==> config.mk <==
export PLATFORM = sky130hd
export DESIGN_NAME = interboard_tx_arbiter
export DESIGN_NICKNAME = d
export VERILOG_FILES = /design/src/rtl/interboard_tx_arbiter_pkg.sv /design/src/rtl/interboard_msg_fifo.sv /design/src/rtl/interboard_tx_arbiter.sv
export SDC_FILE = /design/constraint.sdc
export NUM_CORES = 1
export LEC_CHECK = 0
export BUFFER_PORTS_ARGS = -buffer_cell sky130_fd_sc_hd__buf_4
export CAP_MARGIN = 10
export CORE_MARGIN = 3
export CORE_UTILIZATION = 62
export DETAILED_ROUTE_END_ITERATION = 10
export PLACE_DENSITY = 0.84
export RECOVER_POWER = 100
export SETUP_SLACK_MARGIN = 0.15
export SYNTH_ARGS = -nofsm -noshare
export SYNTH_HDL_FRONTEND = slang
export SYNTH_SLANG_ARGS = --single-unit
==> constraint.sdc <==
create_clock -name clk -period 5.8 [get_ports clk]
set_input_delay 0.58 -clock clk [delete_from_list [all_inputs] [get_ports clk]]
set_output_delay 0.58 -clock clk [all_outputs]
set_load 0.03 [all_outputs]
==> src/rtl/interboard_tx_arbiter_pkg.sv <==
// Shared definitions for the interboard transmit path: message layout and
// arbiter FSM state encodings.
package interboard_tx_arbiter_pkg;

  localparam int MSG_W = 23;

  // Field order is MSB first and must match the peer board's unpacker.
  typedef struct packed {
    logic       en;        // [22]
    logic       move_dir;  // [21]
    logic [4:0] block_x;   // [20:16]
    logic [2:0] block_y;   // [15:13]
    logic [3:0] msg_type;  // [12:9]
    logic [5:0] card;      // [8:3]
    logic [2:0] sel_len;   // [2:0]
  } msg_t;

  typedef enum logic [1:0] {
    ST_IDLE = 2'd0,
    ST_SEND = 2'd1,
    ST_WAIT = 2'd2,
    ST_ERR  = 2'd3
  } state_e;

endpackage

==> src/rtl/interboard_msg_fifo.sv <==
// Ctrl-message FIFO: DEPTH entries (power of two, at least 2), pointers wrap
// modulo DEPTH, occupancy counter bounded to 0..DEPTH.
module interboard_msg_fifo
  import interboard_tx_arbiter_pkg::*;
#(
  parameter int DEPTH = 4,
  parameter int W     = MSG_W
) (
  input  logic                   clk,
  input  logic                   rst,
  input  logic                   push_i,
  input  logic [W-1:0]           din_i,
  input  logic                   pop_i,
  output logic [W-1:0]           dout_o,
  output logic                   full_o,
  output logic                   empty_o,
  output logic [$clog2(DEPTH):0] count_o
);

  localparam int PW = $clog2(DEPTH);
  localparam int CW = PW + 1;

  logic [W-1:0]  mem_q [DEPTH];
  logic [PW-1:0] wr_ptr_q, wr_ptr_d;
  logic [PW-1:0] rd_ptr_q, rd_ptr_d;
  logic [CW-1:0] cnt_q, cnt_d;
  logic          do_push;
  logic          do_pop;

  assign full_o  = (cnt_q == CW'(DEPTH));
  assign empty_o = (cnt_q == '0);
  assign do_push = push_i && !full_o;
  assign do_pop  = pop_i && !empty_o;
  assign dout_o  = mem_q[rd_ptr_q];
  assign count_o = cnt_q;

  always_comb begin
    wr_ptr_d = wr_ptr_q;
    rd_ptr_d = rd_ptr_q;
    cnt_d    = cnt_q;
    if (do_push) wr_ptr_d = wr_ptr_q + PW'(1);
    if (do_pop)  rd_ptr_d = rd_ptr_q + PW'(1);
    if (do_push && !do_pop)      cnt_d = cnt_q + CW'(1);
    else if (!do_push && do_pop) cnt_d = cnt_q - CW'(1);
  end

  always_ff @(posedge clk or negedge rst) begin
    if (!rst) begin
      wr_ptr_q <= '0;
      rd_ptr_q <= '0;
      cnt_q    <= '0;
    end else begin
      wr_ptr_q <= wr_ptr_d;
      rd_ptr_q <= rd_ptr_d;
      cnt_q    <= cnt_d;
    end
  end

  // Storage needs no reset: only entries below the count are ever read.
  always_ff @(posedge clk) begin
    if (do_push) mem_q[wr_ptr_q] <= din_i;
  end

endmodule

==> src/rtl/interboard_tx_arbiter.sv <==
// Arbitrates GameControl and system messages onto the interboard link, with
// acknowledge timeout, bounded retries and a sticky link-failure state.
module interboard_tx_arbiter
  import interboard_tx_arbiter_pkg::*;
#(
  parameter int DEPTH     = 4,
  parameter int TIMEOUT   = 1000000,
  parameter int MAX_RETRY = 3
) (
  input  logic                   clk,
  input  logic                   rst,
  input  logic                   ctrl_valid,
  input  logic [MSG_W-1:0]       ctrl_msg,
  output logic                   ctrl_ready,
  input  logic                   sys_valid,
  input  logic [MSG_W-1:0]       sys_msg,
  output logic                   sys_ready,
  output logic                   tx_start,
  output logic [MSG_W-1:0]       tx_msg,
  input  logic                   tx_done,
  output logic [$clog2(DEPTH):0] q_cnt,
  output logic                   idle,
  output logic                   link_err,
  output state_e                 dbg_state
);

  // Handshake: a message transfers on a rising clk edge where valid && ready.
  // Readys depend on registered state only, so a full FIFO never accepts in
  // the same cycle that it pops.

  localparam int TO_W = (TIMEOUT > 1) ? $clog2(TIMEOUT) : 1;
  localparam int RT_W = (MAX_RETRY > 0) ? $clog2(MAX_RETRY + 1) : 1;

  state_e           state_q, state_d;
  msg_t             tx_msg_q, tx_msg_d;
  logic             src_sys_q, src_sys_d;
  logic             sys_pend_q, sys_pend_d;
  msg_t             sys_msg_q, sys_msg_d;
  logic [RT_W-1:0]  retry_q, retry_d;
  logic [TO_W-1:0]  to_cnt_q, to_cnt_d;
  logic             tx_start_q, tx_start_d;
  logic             link_err_q, link_err_d;

  logic             fifo_push;
  logic             fifo_pop;
  logic [MSG_W-1:0] fifo_head;
  logic             fifo_full;
  logic             fifo_empty;
  logic             sys_clr;

  interboard_msg_fifo #(
    .DEPTH (DEPTH),
    .W     (MSG_W)
  ) u_fifo (
    .clk     (clk),
    .rst     (rst),
    .push_i  (fifo_push),
    .din_i   (ctrl_msg),
    .pop_i   (fifo_pop),
    .dout_o  (fifo_head),
    .full_o  (fifo_full),
    .empty_o (fifo_empty),
    .count_o (q_cnt)
  );

  assign ctrl_ready = !fifo_full && (state_q != ST_ERR);
  assign sys_ready  = !sys_pend_q && (state_q != ST_ERR);
  assign fifo_push  = ctrl_valid && ctrl_ready;
  assign idle       = (state_q == ST_IDLE) && fifo_empty && !sys_pend_q;

  assign tx_start  = tx_start_q;
  assign tx_msg    = tx_msg_q;
  assign link_err  = link_err_q;
  assign dbg_state = state_q;

  always_comb begin
    state_d   = state_q;
    tx_msg_d  = tx_msg_q;
    src_sys_d = src_sys_q;
    retry_d   = retry_q;
    to_cnt_d  = to_cnt_q;
    fifo_pop  = 1'b0;
    sys_clr   = 1'b0;
    case (state_q)
      ST_IDLE: begin
        if (sys_pend_q) begin
          tx_msg_d  = sys_msg_q;
          src_sys_d = 1'b1;
          state_d   = ST_SEND;
        end else if (!fifo_empty) begin
          tx_msg_d  = fifo_head;
          src_sys_d = 1'b0;
          state_d   = ST_SEND;
        end
      end
      ST_SEND: begin
        to_cnt_d = '0;
        state_d  = ST_WAIT;
      end
      ST_WAIT: begin
        // An acknowledge on the timeout cycle still counts as success.
        if (tx_done) begin
          if (src_sys_q) sys_clr  = 1'b1;
          else           fifo_pop = 1'b1;
          retry_d  = '0;
          to_cnt_d = '0;
          state_d  = ST_IDLE;
        end else if (to_cnt_q == TO_W'(TIMEOUT - 1)) begin
          to_cnt_d = '0;
          if (retry_q < RT_W'(MAX_RETRY)) begin
            retry_d = retry_q + RT_W'(1);
            state_d = ST_SEND;
          end else begin
            state_d = ST_ERR;
          end
        end else begin
          to_cnt_d = to_cnt_q + TO_W'(1);
        end
      end
      ST_ERR: begin
        state_d = ST_ERR;
      end
      default: begin
        state_d = ST_IDLE;
      end
    endcase
  end

  always_comb begin
    sys_pend_d = sys_pend_q;
    sys_msg_d  = sys_msg_q;
    if (sys_clr) sys_pend_d = 1'b0;
    if (sys_valid && sys_ready) begin
      sys_pend_d = 1'b1;
      sys_msg_d  = sys_msg;
    end
  end

  // tx_start is registered from the next state so it is high exactly while
  // the FSM sits in SEND.
  always_comb begin
    tx_start_d = (state_d == ST_SEND);
    link_err_d = link_err_q || (state_d == ST_ERR);
  end

  always_ff @(posedge clk or negedge rst) begin
    if (!rst) begin
      state_q    <= ST_IDLE;
      tx_msg_q   <= '0;
      src_sys_q  <= 1'b0;
      sys_pend_q <= 1'b0;
      sys_msg_q  <= '0;
      retry_q    <= '0;
      to_cnt_q   <= '0;
      tx_start_q <= 1'b0;
      link_err_q <= 1'b0;
    end else begin
      state_q    <= state_d;
      tx_msg_q   <= tx_msg_d;
      src_sys_q  <= src_sys_d;
      sys_pend_q <= sys_pend_d;
      sys_msg_q  <= sys_msg_d;
      retry_q    <= retry_d;
      to_cnt_q   <= to_cnt_d;
      tx_start_q <= tx_start_d;
      link_err_q <= link_err_d;
    end
  end

endmodule

# == Yosys cells after proc, flatten, opt, wreduce, memory -nomap -nowiden ==
# Memories as Yosys holds them, arrays and structs flattened.
# Index checks and enable logic that the tools add are counted.
# classes
n_addsub,6
order_cmp,1
n_eq_ne,9
n_mux,28
reduce_logical,25
# ops
operator,count
2-to-1 mux 23 bit,2
2-to-1 mux 20 bit,2
one-hot mux 20 bit (2 select lines),1
"adder 20 x 1 -> 20 bit, second input constant",1
"== test 20 bit, second input constant",1
2-to-1 mux 2 bit,8
2-to-1 mux 1 bit,12
logical AND 1 bit,10
nonzero test 2 bit,5
one-hot mux 2 bit (4 select lines),1
"adder 2 x 1 -> 2 bit, second input constant",3
"== test 2 bit, second input constant",3
2-to-1 mux 3 bit,2
zero test 1 bit,5
"== test 2 x 1 -> 1 bit, second input constant",2
"inequality test 2 bit, second input constant",2
"adder 3 x 1 -> 3 bit, second input constant",1
"== test 3 bit, second input constant",1
zero test 3 bit,1
AND reduction 3 bit,1
"subtractor 3 x 1 -> 3 bit, second input constant",1
zero test 2 bit,1
"less-than comparator 2 bit, second input constant",1
AND reduction 2 bit,1
logical OR 1 bit,1
# totals
reg_bits,81
ramBits,92
in_bits,51
out_inout_bits,33
wordCells,94
mem_count,1
# mem_list
name,depth,width,read_ports,rd_clocked_by_memory_dff,write_ports,line,rtl
u_fifo.mem_q,4,23,1,0,1,interboard_msg_fifo.sv:23,logic [W-1:0] mem_q [DEPTH];

# == Depth between registers and ports, before layout ==
# Gate-level depths: netlist of run 1.
# logic_depth
depth_word,9
depth_mapped,11

# == By module ==
# From an unflattened synthesis of run 1, not the netlist that was laid out.
# unflattened
cells_unflattened,484
area_unflattened_um2,7277.0
# by_module_without_submodules
module,instances,cells_each,area_per_inst_um2,seq_area_each_um2
interboard_msg_fifo,1,158,3762.4,2937.8
interboard_tx_arbiter,1,326,3514.6,1851.8

# == Least setup slack after synthesis of run 1 ==
# OpenSTA, ideal clock, no wires.
# synth_timing
kind,register to register
startpoint,reg state_q[0] (netlist: dbg_state[0])
endpoint,reg u_fifo.cnt_q[2] (netlist: u_fifo.count_o[2])
setup_ns,0.081
arrival_time_ns,2.732
required_ns,5.719
slack_ns,2.987
stages_incl_launch_ff,10
synth_period_minus_slack_ns,2.813
path_cell_list,dfrtp_1 > ha_1 > a21oi_1 > and2_0 > ha_1 > inv_1 > fa_1 > xor2_1 > nor2_1 > xor2_1
# synth_via
elab_chain_cells,7
elab_cells_between_ends,13
classes_between,2 x eq/ne; 2 x mux; 9 x reduce/logical
# synth_rtl
element,line,rtl
start: declaration,interboard_tx_arbiter.sv:34,"state_e state_q, state_d;"
start signal: assignment,interboard_tx_arbiter.sv:158,state_q <= state_d;
inequality test 2 bit (*),interboard_tx_arbiter.sv:66,assign ctrl_ready = !fifo_full && (state_q != ST_ERR);
logical AND 1 bit (*),interboard_tx_arbiter.sv:66,
named net ctrl_ready,interboard_tx_arbiter.sv:14,"output logic ctrl_ready,"
logical AND 1 bit (*),interboard_tx_arbiter.sv:68,assign fifo_push = ctrl_valid && ctrl_ready;
logical AND 1 bit (*),interboard_msg_fifo.sv:32,assign do_push = push_i && !full_o;
named net u_fifo.do_push,interboard_msg_fifo.sv:27,logic do_push;
zero test 1 bit,interboard_msg_fifo.sv:44,else if (!do_push && do_pop) cnt_d = cnt_q - CW'(1);
logical AND 1 bit,interboard_msg_fifo.sv:44,
nonzero test 2 bit (no line),n/a,
end signal: assignment,interboard_msg_fifo.sv:55,cnt_q <= cnt_d;
end: declaration,interboard_msg_fifo.sv:26,"logic [CW-1:0] cnt_q, cnt_d;"
# Mark *: on every way through the listed nets, which the timed path passes. The rest lies on a longest branch.
# A chain may end at the register's enable or synchronous reset.

# == Worst setup path in the final report of run 1 ==
# layout_timing
startpoint,reg sys_pend_q
endpoint,out idle
# layout_via
elab_chain_cells,2
# layout_rtl
element,line,rtl
start: declaration,interboard_tx_arbiter.sv:37,"logic sys_pend_q, sys_pend_d;"
start signal: assignment,interboard_tx_arbiter.sv:161,sys_pend_q <= sys_pend_d;
zero test 1 bit,interboard_tx_arbiter.sv:69,assign idle = (state_q == ST_IDLE) && fifo_empty && !sys_pend_q;
logical AND 1 bit,interboard_tx_arbiter.sv:69,
end: declaration,interboard_tx_arbiter.sv:22,"output logic idle,"
# No other way between the ends.

==> metrics.md, run 1 <==
| Metric | Value |
|---|---|
| Worst skew pair latency | `0.42 ns` |
| Finished Core Util | `0.750` |
| Sink Count | `173` |
| Main flop type after synthesis | `edfxtp_1` |
| RR Startpoint | `sys_pend_q` |
| Worst slew pin tran | `2.09 ns` |
| Status | `complete, but fails checks` |
| P&R area growth vs syn | `15.7%` |
| RSZ-0062 raised after global routing | `no` |
| PwrDens | `539 nW/µm²` |
| Cell Area, Synth | `7220 µm²` |
| Mapped Cells | `483` |
| Fraction of layout instances using a drive strength above 1 | `0.190` |
| EDFF count, synth | `92` |
| R2R Setup Slk | `2.34 ns` |
| Routed Antenna Nets | `0` |
| CP Data Required Time | `5.22 ns` |
| Vias in the first global route | `4,654` |
| HPWL after DPL | `9.65 mm` |
| Largest net degree at the start of global routing | `82` |
| Dominant cell type by area after synthesis | `edfxtp_1` |
| CTS root buffer | `clkbuf_16` |
| Port bufs | `83` |
| Fill cell count | `723` |
| Via density | `6.22` |
| Worst setup path end | `idle` |
| Die X | `114 µm` |
| Postcts setup bufs | `0` |
| Initial antenna violation count | `0` |
| Post-synthesis sequential area ratio | `0.664` |
| Area of the multi-input gates | `2280 µm²` |
| Routed WL | `15.3 mm` |
| H-tree lvl count | `4` |
| Critical Path AT | `2.94 ns` |
| Slew Limit Fails | `77` |
| Initial core utilization | `0.649` |
| Core Region | `11,100 µm²` |
| FF/Latch Area | `4790 µm²` |
| Setup Skew | `0.0109 ns` |
| Post-DR wirelength/cell | `21.0 µm` |
| Min Tclk post-route | `3.52 ns` |
| Setup-failing EPs final | `0` |
| Max VDD drop | `0.421 mV` |
| First-pass GRT wire length | `24.5 mm` |
| Fraction of registers with async set/reset | `0.468` |
| Critical path type | `flop to output pin` |
| Grt total ovfl | `0` |
| Worst r2r dst | `sys_msg_q[3]` |
| Max FO, Critical Path | `27` |
| # nets final | `635` |
| Hold Path Class | `input pin to asynchronous set/reset pin` |
| CTS Buf Count | `17` |
| Hold Buf Count CTS | `0` |
| TritonRoute pass-1 iters | `5` |
| CP startpoint | `sys_pend_q` |
| Mapped Nets | `546` |
| Crit path launch type | `flop` |
| Synth top area cells | `edfxtp_1 (38%), dfrtp_1 (28%), mux4_2 (7.2%)` |
| DRC | `0` |
| DIE HEIGHT | `114 µm` |
| Period utilization | `0.606` |
| Hold Fails Final Rpt | `0` |
| Failing checks | `max-capacitance violations, max-slew violations` |
| I/O pin total | `84` |
| Via count | `4,507` |
| Max-cap violations | `3` |
| Clock buffer depth | `2` |
| GPL Wtd Cong | `0.900` |
| DIE AREA | `13,000 µm²` |
| Yosys cell types | `47` |
| Global-route usage over all layers | `0.250` |
| Syn avg cell area | `14.9 µm²` |
| Static Leak | `0.00321 µW` |
| Setup_tns | `0 ns` |
| Flops & latches, synth | `173` |
| Ant diodes | `0` |
| CTS-repair resized insts | `0` |
| TritonCTS clock tree | `done` |
| DR iter-0 viols | `408` |
| Share of the synthesized area in the top cell type | `0.383` |
| Slew HR | `-0.392` |
| # rows | `38` |
| CP Capture Type | `output pin` |
| Yosys Warn Count | `0` |
| Max Freq | `284 MHz` |
| Clk pin slew, worst setup/hold paths | `0.07 ns` |
| R2r worst-path depth | `5` |
Yosys cell counts, types with 3 or more instances:
cell	number
xor2_1	3
nor2_1	11
nand3_1	9
buf_2	3
mux2i_1	26
nor4_1	4
mux4_2	23
edfxtp_1	92
nand2b_1	7
nand2_1	37
clkbuf_1	19
nor2b_1	5
mux2_2	25
o311ai_0	3
nand4_1	7
xnor2_1	3
ha_1	11
dfrtp_1	81
and3_1	6
or3_1	8
a21boi_0	3
o21ai_0	37
inv_1	16
o2bb2ai_1	6
nor3_1	4
a21oi_1	3
o22ai_1	4
a21o_1	3
stage by stage:
stage | instance area, µm² | setup slack [ns] | instances | hold WS, ns | total power (µW)
final | 8350 | 2.28 | 725 | 0.346 | 4500
after global routing | 8350 | 2.07 | 725 | 0.371 | 4730
after CTS | 8570 | 3.07 | 724 | 0.340 | 4620
after detailed placement | 7990 | 3.06 | 692 | 0.457 | 3480
after global placement | 7990 | 3.19 | 692 | 0.446 | 3410
after floorplan | 7220 | 2.99 | 483 | 0.284 | 2950
cells by family after synthesis:
family                   share of synthesized area
AO/OA/AOI/OAI                               0.0600
XOR/XNOR                                   0.00728
adder cells (fa/ha/maj)                     0.0218
buffers and inverters                       0.0203
flip-flops                                   0.664
multiplexers                                 0.147
AND/OR/NAND/NOR                             0.0803
flip-flops by register name, indices dropped and copies added (netlist names), 2 cells and up:
name	count
sys_msg_q	23
u_fifo.count_o	3
to_cnt_q	20
dbg_state	2
retry_q	2
u_fifo.rd_ptr_q	2
u_fifo.mem_q	92
tx_msg	23
u_fifo.wr_ptr_q	2
per-layer routing:
metal,part of all wire,global-route usage,wire (µm)
met1,0.42,0.335,6390
met2,0.51,0.410,7790
met3,0.054,0.0621,828
met4,0.016,0.0808,245
met5,0,0,0
how the worst min path moves through the flow:
stage	from	end	slack, ns	depth (start not counted)
after floorplan	rst	dbg_state[0]	0.28	0
after global placement	link_err	link_err	0.45	1
after detailed placement	link_err	link_err	0.46	1
after CTS	ctrl_msg[10]	u_fifo.mem_q[2][10]	0.34	1
after global routing	sys_msg[22]	sys_msg_q[22]	0.37	2
final	rst	to_cnt_q[15]	0.35	1
critical path, stage by stage, from the launching register on:
cell and delay (ns):
dfrtp_1 0.32, clkbuf_1 1.48, nor4_1 0.26, and2_0 0.28
buf_4 0.16
final cells by class:
type                    instances  area share
flip-flops and latches        173       0.574
multi-input cells             272       0.273
repair buffers                 92      0.0549
clock buffers                  21      0.0540
well taps                     140      0.0210
clock inverters                11      0.0159
inverters                      16     0.00719
power breakdown:
part	internal, µW	switching [µW]	leakage (µW)	total [µW]
combinational	594	900	0.00107	1490
clock	653	474	0.000284	1130
sequential	1660	215	0.00185	1880
layout by cell type, fill, tap and decap left out, drive strengths merged, types with 3 or more instances in the layout:
cell type,count
mux2i,26
a21o,3
clkinv,4
clkbuf,83
xor2,3
buf,30
o311ai,3
o2bb2ai,6
nor2b,5
nand2b,7
nor3,4
edfxtp,92
inv,20
nand3,11
or3,8
xnor2,3
a21boi,3
nor4,4
mux2,25
a21oi,3
dfrtp,81
and2,3
nand4,7
nor2,11
o21ai,38
o22ai,4
mux4,23
nand2,37
and3,6
ha,11
No activity file was read; power rests on OpenSTA's default activity.
==> inputs of run 2 (changes only) <==
- CORE_UTILIZATION: 62 -> 58
- PLACE_DENSITY: 0.84 -> 0.79
- clock period: 5.8 -> 3.32 ns (I/O delays scaled with it)
==> metrics.md, run 2 (synthesis results as in run 1) <==
| Metric | Value |
|---|---|
| Slowest cell on crit path | `clkbuf_1` |
| I/O pin total | `84 (unchanged)` |
| Setup-failing EPs final | `0 (unchanged)` |
| Largest net degree at the start of global routing | `82 (unchanged)` |
| Period utilization | `0.846` |
| CTS Buf Count | `17 (unchanged)` |
| Vias in the first global route | `4,476 (-3.8%)` |
| Fraction of layout instances using a drive strength above 1 | `0.196 (+0.00617)` |
| CP peak stage delay | `1.11 ns (-0.37 ns)` |
| Initial antenna violation count | `0 (unchanged)` |
| # nets final | `637 (+0.31%)` |
| Initial core utilization | `0.596 (-0.0528)` |
| R2r worst-path depth | `4 (-1)` |
| Hold slack | `0.113 ns (-0.233 ns)` |
| Core Region | `12,100 µm² (+8.9%)` |
| R2R Setup Slk | `0.51 ns (-1.83 ns)` |
| Setup_tns | `0 ns (unchanged)` |
| Worst setup path end | `u_fifo.mem_q[0][1]` |
| Cells along the critical path | `ha_1 > a21oi_1 > and3_1 > clkbuf_1` |
| Max Freq | `356 MHz` |
| Port bufs | `83 (unchanged)` |
| Clk pin slew, worst setup/hold paths | `0.07 ns (about the same)` |
| Total power | `7970 µW (+77%)` |
| TritonRoute pass-1 iters | `5 (unchanged)` |
| Grt total ovfl | `0 (unchanged)` |
| Max FO, Critical Path | `23 (-15%)` |
| Finished Core Util | `0.698 (-0.0528)` |
| Sink Count | `173 (unchanged)` |
| RSZ-0062 raised after global routing | `no` |
| Post-DR wirelength/cell | `19.3 µm (-8.3%)` |
| Die X | `118 µm (+3.2%)` |
| Hold Buf Count CTS | `0 (unchanged)` |
| CP Capture Type | `flop` |
| GPL Wtd Cong | `0.868 (-3.6%)` |
| Worst slew pin tran | `2.03 ns (-0.0609 ns)` |
| DRC | `0 (unchanged)` |
| P&R area growth vs syn | `17.0%` |
| Worst r2r dst | `u_fifo.mem_q[0][1]` |
| Worst skew pair latency | `0.42 ns (about the same)` |
| Max-cap violations | `3 (unchanged)` |
| Critical path type | `flop to flop` |
| CTS-repair resized insts | `0 (unchanged)` |
| First-pass GRT wire length | `23.7 mm (-3.4%)` |
| Clock buffer depth | `2 (unchanged)` |
| Postcts setup bufs | `0 (unchanged)` |
| DR iter-0 viols | `427 (+4.7%)` |
| Min Tclk post-route | `2.81 ns` |
| DIE AREA | `13,800 µm² (+6.5%)` |
| RR Startpoint | `dbg_state[1]` |
| DIE HEIGHT | `118 µm (+3.2%)` |
| Failing checks | `max-capacitance violations, max-slew violations` |
| CTS root buffer | `clkbuf_16` |
| Static Leak | `0.00324 µW (+1.1%)` |
| Status | `complete, but fails checks` |
| H-tree lvl count | `4 (unchanged)` |
| Max reg flops | `92 (unchanged)` |
| Routed WL | `14.6 mm (-4.5%)` |
| Routed Antenna Nets | `0 (unchanged)` |
| Global-route usage over all layers | `0.221 (-0.0293)` |
| Via count | `4,381 (-2.8%)` |
| Slew Limit Fails | `131 (+70%)` |
| Most common cell after layout, fill and taps aside | `edfxtp_1` |
| CP Data Required Time | `3.34 ns (-1.88 ns)` |
| TritonCTS clock tree | `done` |
| PnR worst setup slack | `0.512 ns (-1.77 ns)` |
| PwrDens | `943 nW/µm² (+75%)` |
| Hold Path Class | `input pin to flop` |
| Slew HR | `-0.351 (+0.0406)` |
| Crit path launch type | `flop` |
| HPWL after DPL | `9.41 mm (-2.5%)` |
| Ant diodes | `0 (unchanged)` |
| # rows | `40 (+5.3%)` |
| Critical Path AT | `2.83 ns (-0.11 ns)` |
| Setup Skew | `0.00839 ns (-0.00247 ns)` |
| Via density | `5.80 (-6.7%)` |
| Hold Fails Final Rpt | `0 (unchanged)` |
| CP startpoint | `dbg_state[1]` |
| Dpl ws | `0.851 ns (-2.21 ns)` |
| Largest Register | `u_fifo.mem_q` |
| Commonest non-fill, non-tap cells in the layout | `edfxtp_1 (92), dfrtp_1 (81), clkbuf_1 (62), o21ai_0 (38), nand2_1 (37)` |
| Max VDD drop | `0.618 mV (+47%)` |
[run 2: cell count changes in the layout (fill, tap and decap cells not counted)]
cell,delta
clkinv_8,+1
clkinv_4,-1
bufinv_16,+2
clkinv_1,+1
inv_6,+1
clkbuf_1,-3
clkbuf_2,+3
clkinv_2,-1
clkbuf_8,-1
[run 2: power by group]
group / switching (µW) / leakage [µW] / internal, µW
clock: 836 / 0.000308 / 1280
combinational: 1600 / 0.00108 / 1020
sequential: 330 / 0.00185 / 2900
[run 2: how the worst min path moves through the flow]
stage                  from                   to  cells past startpoint
2_1_floorplan           rst         dbg_state[0]                      0
3_3_place_gp       link_err             link_err                      1
3_5_place_dp       link_err             link_err                      1
4_1_cts        ctrl_msg[21]  u_fifo.mem_q[1][21]                      1
5_1_grt             tx_done           retry_q[1]                      2
6_report            tx_done           retry_q[1]                      2
[run 2: cell type report]
class                      instances  area, µm²
clock inverter                    14        208
inverter                          16       60.1
timing repair buffer              94        469
clock buffer                      18        429
multi-input combinational        272       2280
sequential                       173       4790
tap                              168        210
fill                             877       3660
[run 2: metrics by stage]
stage | instances | cell area (µm²)
after floorplan | 483 | 7220
after global placement | 723 | 8050
final | 755 | 8450
after CTS | 755 | 8680
after detailed placement | 723 | 8050
after global routing | 755 | 8450
[run 2: layer usage]
layer  vias to the layer above  track usage  part of all wire
met1                      2242        0.301              0.44
met5                         -            0                 0
met3                        16       0.0533             0.047
li1                       2004            -                 -
met2                       119        0.358              0.50
met4                         0       0.0681             0.013
[run 2: critical path: cells and delay by family, from the launching register on]
kind,cells,cell delay [ns]
AND/OR/NAND/NOR,1,0.21
flip-flops,1,0.45
AO/OA/AOI/OAI,1,0.32
buffers and inverters,1,1.11
adder cells (fa/ha/maj),1,0.29
==> inputs of run 3 (changes only) <==
- clock period: 3.32 -> 2.9 ns (I/O delays scaled with it)
==> metrics.md, run 3 (synthesis results as in run 1) <==
| Metric | Value |
|---|---|
| Grt total ovfl | `0 (unchanged)` |
| Hold Path Class | `input pin to flop` |
| Fill cell count | `879 (+0.23%)` |
| Post-DR wirelength/cell | `19.7 µm (+1.9%)` |
| Largest Register | `u_fifo.mem_q` |
| TritonCTS clock tree | `done` |
| Critical path type | `flop to flop` |
| Port bufs | `83 (unchanged)` |
| Slew Limit Fails | `82 (-37%)` |
| Slew HR | `-0.328 (+0.0232)` |
| CP Capture Type | `flop` |
| FF/Latch Area | `4790 µm² (unchanged)` |
| CP Data Required Time | `3.23 ns (-0.11 ns)` |
| Max VDD drop | `0.604 mV (-2.2%)` |
| First-pass GRT wire length | `24.4 mm (+3.3%)` |
| Total power | `8880 µW (+11%)` |
| Fraction of layout instances using a drive strength above 1 | `0.205 (+0.00917)` |
| Worst skew pair latency | `0.42 ns (about the same)` |
| CTS root buffer | `clkbuf_16` |
| DR iter-0 viols | `377 (-12%)` |
| P_sw | `3210 µW (+16%)` |
| Clock buffer depth | `2 (unchanged)` |
| P&R area growth vs syn | `16.3%` |
| Vias in the first global route | `4,563 (+1.9%)` |
| Via count | `4,365 (-0.37%)` |
| RSZ-0062 raised after global routing | `no` |
| Hold Fails Final Rpt | `0 (unchanged)` |
| CTS Buf Count | `17 (unchanged)` |
| H-tree lvl count | `4 (unchanged)` |
| Most common cell after layout, fill and taps aside | `edfxtp_1` |
| Initial core utilization | `0.596 (unchanged)` |
| Core Region | `12,100 µm² (unchanged)` |
| Failing checks | `max-capacitance violations, max-slew violations` |
| Clk pin slew, worst setup/hold paths | `0.06 ns (about the same)` |
| CP peak stage delay | `0.45 ns (-0.66 ns)` |
| Crit path launch type | `flop` |
| Reg power frac | `0.413 (+0.007)` |
| Sink Count | `173 (unchanged)` |
| Clock power share | `0.238 (-0.027)` |
| GPL Wtd Cong | `0.811 (-6.6%)` |
| Sw Share | `0.361 (+0.0141)` |
| Logic pwr share | `0.349 (+0.020)` |
| Setup Skew | `0.00984 ns (+0.00145 ns)` |
| # rows | `40 (unchanged)` |
| Pint | `5670 µW (+9.0%)` |
| Critical Path AT | `2.87 ns (+0.04 ns)` |
| Hold Buf Count CTS | `0 (unchanged)` |
| Ant diodes | `0 (unchanged)` |
| Worst slew pin tran | `1.99 ns (-0.0348 ns)` |
| DIE AREA | `13,800 µm² (unchanged)` |
| Max FO, Critical Path | `18 (-22%)` |
| Via density | `5.76 (-0.76%)` |
| Setup-failing EPs final | `0 (unchanged)` |
| Routed Antenna Nets | `0 (unchanged)` |
| Period utilization | `0.874 (+0.0285)` |
| CTS-repair resized insts | `0 (unchanged)` |
| DRC | `0 (unchanged)` |
| Routed WL | `14.9 mm (+2.3%)` |
| Global-route usage over all layers | `0.228 (+0.00708)` |
| PwrDens | `1060 nW/µm² (+12%)` |
| Finished Core Util | `0.693 (-0.00465)` |
| # nets final | `640 (+0.47%)` |
| Max reg flops | `92 (unchanged)` |
| TritonRoute pass-1 iters | `4 (-1)` |
| Postcts setup bufs | `0 (unchanged)` |
| Setup_tns | `0 ns (unchanged)` |
| Largest net degree at the start of global routing | `82 (unchanged)` |
| DIE HEIGHT | `118 µm (unchanged)` |
| Cells along the critical path | `inv_1 > ha_1 > nor2b_1 > clkbuf_1 > o211ai_1 > clkbuf_1 > or3_1 > o211ai_1` |
| Static Leak | `0.00323 µW (-0.52%)` |
| Max-cap violations | `1 (-2)` |
| Die X | `118 µm (unchanged)` |
| Max Freq | `394 MHz (+11%)` |
| Slowest cell on crit path | `or3_1` |
| HPWL after DPL | `9.90 mm (+5.2%)` |
| I/O pin total | `84 (unchanged)` |
| Commonest non-fill, non-tap cells in the layout | `edfxtp_1 (92), dfrtp_1 (81), clkbuf_1 (61), o21ai_0 (38), nand2_1 (37)` |
| Initial antenna violation count | `0 (unchanged)` |
| Min Tclk post-route | `2.54 ns (-0.272 ns)` |
| Area of the multi-input gates | `2290 µm² (+0.16%)` |
| Status | `complete, but fails checks` |
run 3: final timing paths:
check                                   from            to  slack, ns  cells after the start
min in group asynchronous                rst  to_cnt_q[16]       0.43                      1
max in group asynchronous                rst     tx_msg[9]       1.29                      1
worst min-delay path              sys_msg[4]  sys_msg_q[4]       0.10                      2
worst max-delay path            dbg_state[0]  to_cnt_q[14]       0.36                      8
worst min register to register      link_err      link_err       0.47                      1
worst max register to register  dbg_state[0]  to_cnt_q[14]       0.36                      8
run 3: area by class of cell:
cell class,instances,area share
timing repair buffer,97,0.0581
inverter,16,0.00716
clock inverter,12,0.0121
clock buffer,20,0.0544
sequential,173,0.571
multi-input combinational,272,0.272
tap,168,0.0250
run 3: through the flow:
step / hold slack [ns] / cell area [µm²] / cells / setup slack (ns)
2_1_floorplan: -0.00559 / 7220 / 483 / 0.345
3_3_place_gp: 0.444 / 8070 / 726 / 0.578
3_5_place_dp: 0.463 / 8070 / 726 / 0.469
4_1_cts: 0.0480 / 8630 / 758 / 0.462
5_1_grt: 0.0835 / 8390 / 758 / 0.160
6_report: 0.102 / 8390 / 758 / 0.364
run 3: metal layers:
metal | vias up | GRT usage | part of all wire
li1 | 2003 | - | -
met1 | 2224 | 0.300 | 0.42
met2 | 111 | 0.363 | 0.49
met3 | 27 | 0.0754 | 0.061
met4 | 0 | 0.0747 | 0.020
met5 | - | 0 | 0
run 3: power groups by stage:
stage	Sequential [µW]	Combinational (µW)	Clock [µW]
after floorplan	3990	1920	0
after global placement	3650	3250	0
after detailed placement	3710	3330	0
after CTS	3670	3350	2150
after global routing	3740	3410	2250
final	3670	3100	2110
run 3: worst max-delay path, delay by kind of cell, from the launching register on:
kind	cells	cell delay [ns]
AO/OA/AOI/OAI	2	0.25
adder cells (fa/ha/maj)	1	0.28
buffers and inverters	3	0.88
flip-flops	1	0.43
AND/OR/NAND/NOR	2	0.61
